## config.mk

```make
export PLATFORM = sky130hd
export DESIGN_NAME = drc_pxl_capture
export DESIGN_NICKNAME = d
export VERILOG_FILES = /design/src/rtl/drc_pkg.sv /design/src/rtl/drc_pxl_capture_if.sv /design/src/rtl/drc_sync_fifo.sv /design/src/rtl/drc_pxl_capture.sv
export SDC_FILE = /design/constraint.sdc
export NUM_CORES = 1
export LEC_CHECK = 0
export BUFFER_PORTS_ARGS = -buffer_cell sky130_fd_sc_hd__buf_2
export CAP_MARGIN = 10
export CORE_MARGIN = 4
export CORE_UTILIZATION = 57
export CTS_CLUSTER_SIZE = 10
export DETAILED_ROUTE_END_ITERATION = 8
export PLACE_DENSITY = 0.79
export SYNTH_ARGS = -nofsm -noshare
export SYNTH_HDL_FRONTEND = slang
export SYNTH_HIERARCHICAL = 1
export SYNTH_SLANG_ARGS = --single-unit
```

## constraint.sdc

```tcl
create_clock -name clk -period 3.55 [get_ports clk]
set_input_delay 0.1775 -clock clk [delete_from_list [all_inputs] [get_ports clk]]
set_output_delay 0.1775 -clock clk [all_outputs]
set_load 0.02 [all_outputs]
```

## src/rtl/drc_pkg.sv

```systemverilog
// rtl/drc_pkg.sv - shared constants and FSM encoding for the DVP pixel capture block
package drc_pkg;

    localparam int DVP_BYTE_W    = 8;
    localparam int CAM_START_BIT = 0;

    typedef enum logic [1:0] {
        ST_IDLE     = 2'd0,
        ST_WAIT_SOF = 2'd1,
        ST_ACTIVE   = 2'd2
    } cap_state_t;

endpackage

```

## src/rtl/drc_pxl_capture_if.sv

```systemverilog
// rtl/drc_pxl_capture_if.sv - pixel stream bundle (head entry plus valid/ready handshake)
interface drc_pxl_capture_if #(
    parameter int PXL_W = 16
);
    logic [PXL_W-1:0] data;
    logic             sof;
    logic             eol;
    logic             valid;
    logic             ready;

    modport master (output data, sof, eol, valid, input ready);
    modport slave  (input data, sof, eol, valid, output ready);
endinterface

```

## src/rtl/drc_sync_fifo.sv

```systemverilog
// rtl/drc_sync_fifo.sv - pixel FIFO holding {sof, eol, data}; flush empties it in one cycle
module drc_sync_fifo #(
    parameter int W     = 16,
    parameter int DEPTH = 4
) (
    input  logic             clk,
    input  logic             rst,
    input  logic             flush,
    input  logic             wr_en,
    input  logic [W-1:0]     wr_data,
    input  logic             wr_sof,
    input  logic             wr_eol,
    output logic             full,
    drc_pxl_capture_if.master rd
);
    localparam int AW = $clog2(DEPTH);

    logic [W+1:0] mem [DEPTH];
    logic [AW:0]  wr_ptr;
    logic [AW:0]  rd_ptr;
    logic [W+1:0] head;
    logic         empty;
    logic         pop;
    logic         push;

    assign empty = (wr_ptr == rd_ptr);
    assign full  = (wr_ptr[AW] != rd_ptr[AW]) && (wr_ptr[AW-1:0] == rd_ptr[AW-1:0]);
    assign pop   = !empty && rd.ready;
    // a pop in the same cycle frees the slot, so a write to a full FIFO still lands
    assign push  = wr_en && (!full || pop);

    always_ff @(posedge clk) begin
        if (rst || flush) begin
            wr_ptr <= '0;
            rd_ptr <= '0;
        end else begin
            if (push) wr_ptr <= wr_ptr + (AW+1)'(1);
            if (pop)  rd_ptr <= rd_ptr + (AW+1)'(1);
        end
    end

    always_ff @(posedge clk) begin
        if (push) mem[wr_ptr[AW-1:0]] <= {wr_sof, wr_eol, wr_data};
    end

    assign head     = mem[rd_ptr[AW-1:0]];
    assign rd.valid = !empty;
    assign rd.data  = empty ? '0 : head[W-1:0];
    assign rd.sof   = !empty && head[W+1];
    assign rd.eol   = !empty && head[W];

endmodule

```

## src/rtl/drc_pxl_capture.sv

```systemverilog
// rtl/drc_pxl_capture.sv - DVP camera byte capture into 16-bit pixels with sof/eol marking
// Optional statistics outputs line_cnt_o/frame_cnt_o enabled by DRC_CAP_STAT_EN.
module drc_pxl_capture
    import drc_pkg::*;
#(
    parameter int DVP_CAM_CFG_W = 32,
    parameter int PXL_W         = 16,
    parameter int FIFO_DEPTH    = 4
) (
    input  logic                     clk,
    input  logic                     rst,
    input  logic [DVP_CAM_CFG_W-1:0] dcr_cam_cfg_i,
    input  logic                     dvp_pclk_i,
    input  logic                     dvp_href_i,
    input  logic                     dvp_vsync_i,
    input  logic [DVP_BYTE_W-1:0]    dvp_d_i,
    output logic [PXL_W-1:0]         pxl_data_o,
    output logic                     pxl_sof_o,
    output logic                     pxl_eol_o,
    output logic                     pxl_valid_o,
    input  logic                     pxl_ready_i,
    output logic                     frame_done_o,
    output logic                     ovf_o
`ifdef DRC_CAP_STAT_EN
    ,
    output logic [11:0]              line_cnt_o,
    output logic [15:0]              frame_cnt_o
`endif
);
    // [0],[1] synchronizer stages, [2] previous synced value for edge detection
    logic [2:0]            pclk_sr, href_sr, vsync_sr;
    logic [DVP_BYTE_W-1:0] d_s1, d_s2;
    logic                  pclk_rise, href_fall, vsync_fall, vsync_rise;
    logic                  cam_start, cfg_unused;
    cap_state_t            state, state_nxt;
    logic                  sof_enter, frame_end;
    logic                  phase, sof_arm, pend_valid, pend_sof;
    logic [DVP_BYTE_W-1:0] hi_byte;
    logic [PXL_W-1:0]      pend_data;
    logic                  cap_en, wr_en, fifo_full, pop;

    drc_pxl_capture_if #(.PXL_W(PXL_W)) head_if ();

    assign cam_start  = dcr_cam_cfg_i[CAM_START_BIT];
    assign cfg_unused = ^dcr_cam_cfg_i;

    always_ff @(posedge clk) begin
        if (rst) begin
            pclk_sr  <= '0;
            href_sr  <= '0;
            vsync_sr <= '0;
            d_s1     <= '0;
            d_s2     <= '0;
        end else begin
            pclk_sr  <= {pclk_sr[1:0], dvp_pclk_i};
            href_sr  <= {href_sr[1:0], dvp_href_i};
            vsync_sr <= {vsync_sr[1:0], dvp_vsync_i};
            d_s1     <= dvp_d_i;
            d_s2     <= d_s1;
        end
    end

    assign pclk_rise  =  pclk_sr[1]  & ~pclk_sr[2];
    assign href_fall  = ~href_sr[1]  &  href_sr[2];
    assign vsync_fall = ~vsync_sr[1] &  vsync_sr[2];
    assign vsync_rise =  vsync_sr[1] & ~vsync_sr[2];

    always_ff @(posedge clk) begin
        if (rst) state <= ST_IDLE;
        else     state <= state_nxt;
    end

    always_comb begin
        state_nxt = state;
        sof_enter = 1'b0;
        frame_end = 1'b0;
        if (!cam_start) begin
            state_nxt = ST_IDLE;
        end else begin
            case (state)
                ST_IDLE:     state_nxt = ST_WAIT_SOF;
                ST_WAIT_SOF: if (vsync_fall) begin
                    state_nxt = ST_ACTIVE;
                    sof_enter = 1'b1;
                end
                ST_ACTIVE:   if (vsync_rise) begin
                    state_nxt = ST_WAIT_SOF;
                    frame_end = 1'b1;
                end
                default:     state_nxt = ST_IDLE;
            endcase
        end
    end

    assign cap_en = (state == ST_ACTIVE) && pclk_rise && href_sr[1];
    // the finished pixel waits one slot so the next event decides whether it is eol
    assign wr_en  = pend_valid && ((cap_en && phase) || href_fall);

    always_ff @(posedge clk) begin
        if (rst || state_nxt != ST_ACTIVE) begin
            phase      <= 1'b0;
            sof_arm    <= 1'b0;
            pend_valid <= 1'b0;
            pend_sof   <= 1'b0;
            pend_data  <= '0;
            hi_byte    <= '0;
        end else begin
            if (sof_enter) sof_arm <= 1'b1;
            if (href_fall) begin
                phase      <= 1'b0;
                pend_valid <= 1'b0;
            end else if (cap_en) begin
                if (!phase) begin
                    hi_byte <= d_s2;
                    phase   <= 1'b1;
                end else begin
                    phase      <= 1'b0;
                    pend_valid <= 1'b1;
                    pend_data  <= PXL_W'({hi_byte, d_s2});
                    pend_sof   <= sof_arm;
                    sof_arm    <= 1'b0;
                end
            end
        end
    end

    drc_sync_fifo #(.W(PXL_W), .DEPTH(FIFO_DEPTH)) u_fifo (
        .clk     (clk),
        .rst     (rst),
        .flush   (!cam_start),
        .wr_en   (wr_en),
        .wr_data (pend_data),
        .wr_sof  (pend_sof),
        .wr_eol  (href_fall),
        .full    (fifo_full),
        .rd      (head_if)
    );

    assign head_if.ready = pxl_ready_i;
    assign pxl_data_o    = head_if.data;
    assign pxl_sof_o     = head_if.sof;
    assign pxl_eol_o     = head_if.eol;
    assign pxl_valid_o   = head_if.valid;
    assign pop           = pxl_valid_o && pxl_ready_i;

    always_ff @(posedge clk) begin
        if (rst) frame_done_o <= 1'b0;
        else     frame_done_o <= frame_end;
    end

    always_ff @(posedge clk) begin
        if (rst || !cam_start)                ovf_o <= 1'b0;
        else if (wr_en && fifo_full && !pop)  ovf_o <= 1'b1;
    end

`ifdef DRC_CAP_STAT_EN
    always_ff @(posedge clk) begin
        if (rst || !cam_start) begin
            line_cnt_o  <= '0;
            frame_cnt_o <= '0;
        end else begin
            if (sof_enter)
                line_cnt_o <= '0;
            else if (pend_valid && href_fall && line_cnt_o != 12'hFFF)
                line_cnt_o <= line_cnt_o + 12'd1;
            if (frame_end) frame_cnt_o <= frame_cnt_o + 16'd1;
        end
    end
`endif

endmodule

```

==> metrics.csv <==
stage,metric,value,unit
setup_path,critical_path_class,reg2reg,
synth,ys.flop_type,edfxtp_1,
setup_path,regToRegSetupSlack,1070,ps
floorplan,core_region_area,0.00885,mm²
synth,yosysTopAreaCell,edfxtp_1,
setup_path,required,3730,ps
placement,globalplace.congestion,0.745,
pwr,p_per_area,564,mW/mm²
clocking,cts.sinks,137,
clocking,post_cts_buffers,0,
route,vias,3164,
floorplan,rows,34,
setup_path,worstSetupEndpointType,register,
sta,rsz0062_at_grt,false,
setup_path,r2r_start,state[1],
pwr,p_total,3.53,mW
route,firstDrtPassIters,5,
route,antenna_left,0,
route,wl,9670,µm
sta,worst_slew_pin_slew,1130,ps
cells_and_area,final_nets,478,
synth,yosysSeqAreaShare,0.658,
synth,synth_edf_count,72,
clocking,path_clk_slew,60,ps
synth,ys_ff_latch,137,
route,drt_iter0_drc,178,
synth,synth.area.top_cells,"edfxtp_1 (41%), dfxtp_1 (25%), mux4_2 (7.7%), nor2b_1 (5.3%), a211oi_1 (3.6%)",
cells_and_area,fillCellCount,586,
synth,syn_area,0.00527,mm²
clocking,cts_root_buf,clkbuf_8,
global_routing,antenna_found_initial,0,
cells_and_area,design_area,0.00625,mm²
cells_and_area,drive_gt1_frac,0.223,
global_routing,grt_busiest_layer,met2,
floorplan,die_w,104,µm
min_path,hold_depth,2,
setup_path,arrival,2660,ps
synth,yosys_warnings,6,
synth,synthDistinctLibCells,44,
sta,finalCriticalPeriod,2480,ps
sta,worst_clock_skew,14.0,ps
global_routing,use_met1,0.247,
sta,finalSetupViolations,0,
sta,setup-tns-final,0,ps
setup_path,crit_fanout,19,
pwr,ir_drop,411,µV
route,post_drt_wl_per_cell,17.6,µm
setup_path,cp-start-kind,register,
global_routing,grtUsageMet2,0.322,
synth,yosysTopAreaCellShare,0.411,
clocking,clock_latency,510,ps
placement,post_dp_cell_area,0.00551,mm²
synth,synthCells,375,
clocking,cts_buffer_depth,2,
cells_and_area,area_delta_synth_final,18.8,%
min_path,hp-class,in2reg,
cells_and_area,antenna_cells,0,
global_routing,grt_pass1_vias,3124,
synth,synth_fp_nets,426,
floorplan,ioPinCount,67,
clocking,cts_tree,built,
placement,hpwlAfterDp,5590,µm
route,drc_errors,0,
run_status,status,finished clean,
setup_path,worst_r2r_path_depth,8,
min_path,holdCritStartpoint,rst,
global_routing,grt_first_pass_wirelength,16300,µm
global_routing,globalRouteOverflowTotal,0,
setup_path,reg2reg_to,u_fifo/mem[1][15],
clocking,htree_levels,4,
sta,slew_viol_final,0,
sta,timing.fmax,403,MHz
synth,syn_area_per_cell,14.0,µm²
sta,post-route-period-util,0.699,
global_routing,grt_usage,0.193,
placement,io_buffers,35,
synth,async_flop_share,0,
sta,hold_viol,0,
global_routing,grt_max_degree,33,
sta,maxSlewHeadroom,0.244,
min_path,whs_endpoint,vsync_sr[2],
pwr,p_leak,2.12,nW
global_routing,gr-usage-met3,0.0497,
floorplan,start_util,0.595,
floorplan,fp.dieH,104,µm
clocking,cts_made_buffers,17,
route,via_per_inst,5.77,
floorplan,die-area,0.0108,mm²
job,maxCapViolations,0,
==> worst max path at each step <==
stage / to / start / cells past startpoint / slack, ps
final: u_fifo/mem[1][15] / state[1] / 8 / 1070
after detailed placement: u_fifo/mem[0][12] / state[1] / 8 / 1130
after floorplan: u_fifo/mem[3][0] / state[1] / 6 / 1080
after global placement: u_fifo/mem[0][12] / state[1] / 8 / 1180
after global routing: u_fifo/mem[2][5] / state[1] / 8 / 850
after CTS: u_fifo/mem[2][5] / state[1] / 8 / 1070
==> cell usage after synthesis, drive strengths merged, types with 6 or more instances <==
cell type	n
edfxtp	72
dfxtp	65
nor2b	45
o21ai	26
a211oi	25
nand3	25
mux4	18
buf	15
nand2	11
inv	9
clkbuf	8
mux2i	6
==> power breakdown <==
| group | internal (mW) | switching (mW) |
|---|---|---|
| Clock | 1.14 | 0.665 |
| Sequential | 1.66 | 0.00688 |
| Combinational | 0.0254 | 0.0255 |
==> layer usage <==
layer  up-vias  share of wire
met2        84           0.51
met3        12          0.042
li1       1511              -
met1      1557           0.44
met5         -              0
met4         0         0.0098
==> critical path, stage by stage, from the launching register on <==
cell     delay [ps]
dfxtp_1         480
and3b_1         200
buf_4           210
a21oi_1         130
nor2b_1         200
inv_1            50
a41oi_1         400
and2_1          190
buf_4           280
==> state kept, by name, indices dropped and copies added, names as in the netlist, 8 cells and up, named ones only <==
name / cells
d_s2: 8
u_fifo/mem: 72
d_s1: 8
pend_data: 16
hi_byte: 8
==> layout make-up <==
class,instances,area [µm²],area share
clock buffers,17,414,0.0662
clock inverters,15,198,0.0316
multi-input cells,206,1650,0.263
inverters,9,33.8,0.00540
well taps,108,135,0.0216
repair buffers,56,365,0.0584
flip-flops and latches,137,3460,0.554
==> timing repair <==
item                                   4_1_cts  5_1_grt
hold buffers                                13        0
setup endpoints to repair                    0        0
gates resized for setup                      0        0
endpoints found under the hold margin       13        0
==> cells in the final DEF, fill, tap and decap left out, drive strengths merged, types with 2 or more instances in the layout <==
cell / count
buf: 43
a41oi: 2
o21ai: 26
nand2: 11
bufinv: 4
clkbuf: 17
nand2b: 2
nand3: 25
and3b: 2
and3: 2
mux2i: 6
nor4: 2
dfxtp: 65
nor2b: 45
inv: 13
a21oi: 5
nor2: 4
a2111oi: 2
dlygate4sd3: 13
clkinv: 6
a211oi: 25
and2: 3
mux4: 18
xnor2: 3
nand3b: 2
edfxtp: 72
ha: 5
or3: 2
a31oi: 2
==> stage by stage <==
stage | utilization | instances | hold slack [ps] | worst slack (ps)
6_report | 0.707 | 548 | 95.6 | 1070
5_1_grt | 0.707 | 548 | 140 | 855
4_1_cts | 0.707 | 548 | 90.1 | 1070
3_5_place_dp | 0.623 | 503 | 391 | 1130
3_3_place_gp | 0.623 | 503 | 385 | 1180
2_1_floorplan | - | 375 | 249 | 1080
==> kinds of logic after synthesis <==
group	count (synthesis)	share of synthesized area
mux	24	0.0884
buf+inv	32	0.0323
fa+ha+maj	5	0.0119
xor+xnor	4	0.00666
flops	137	0.658
compound gates	66	0.0820
simple gates	107	0.121
(Power assumes the default switching activity.)
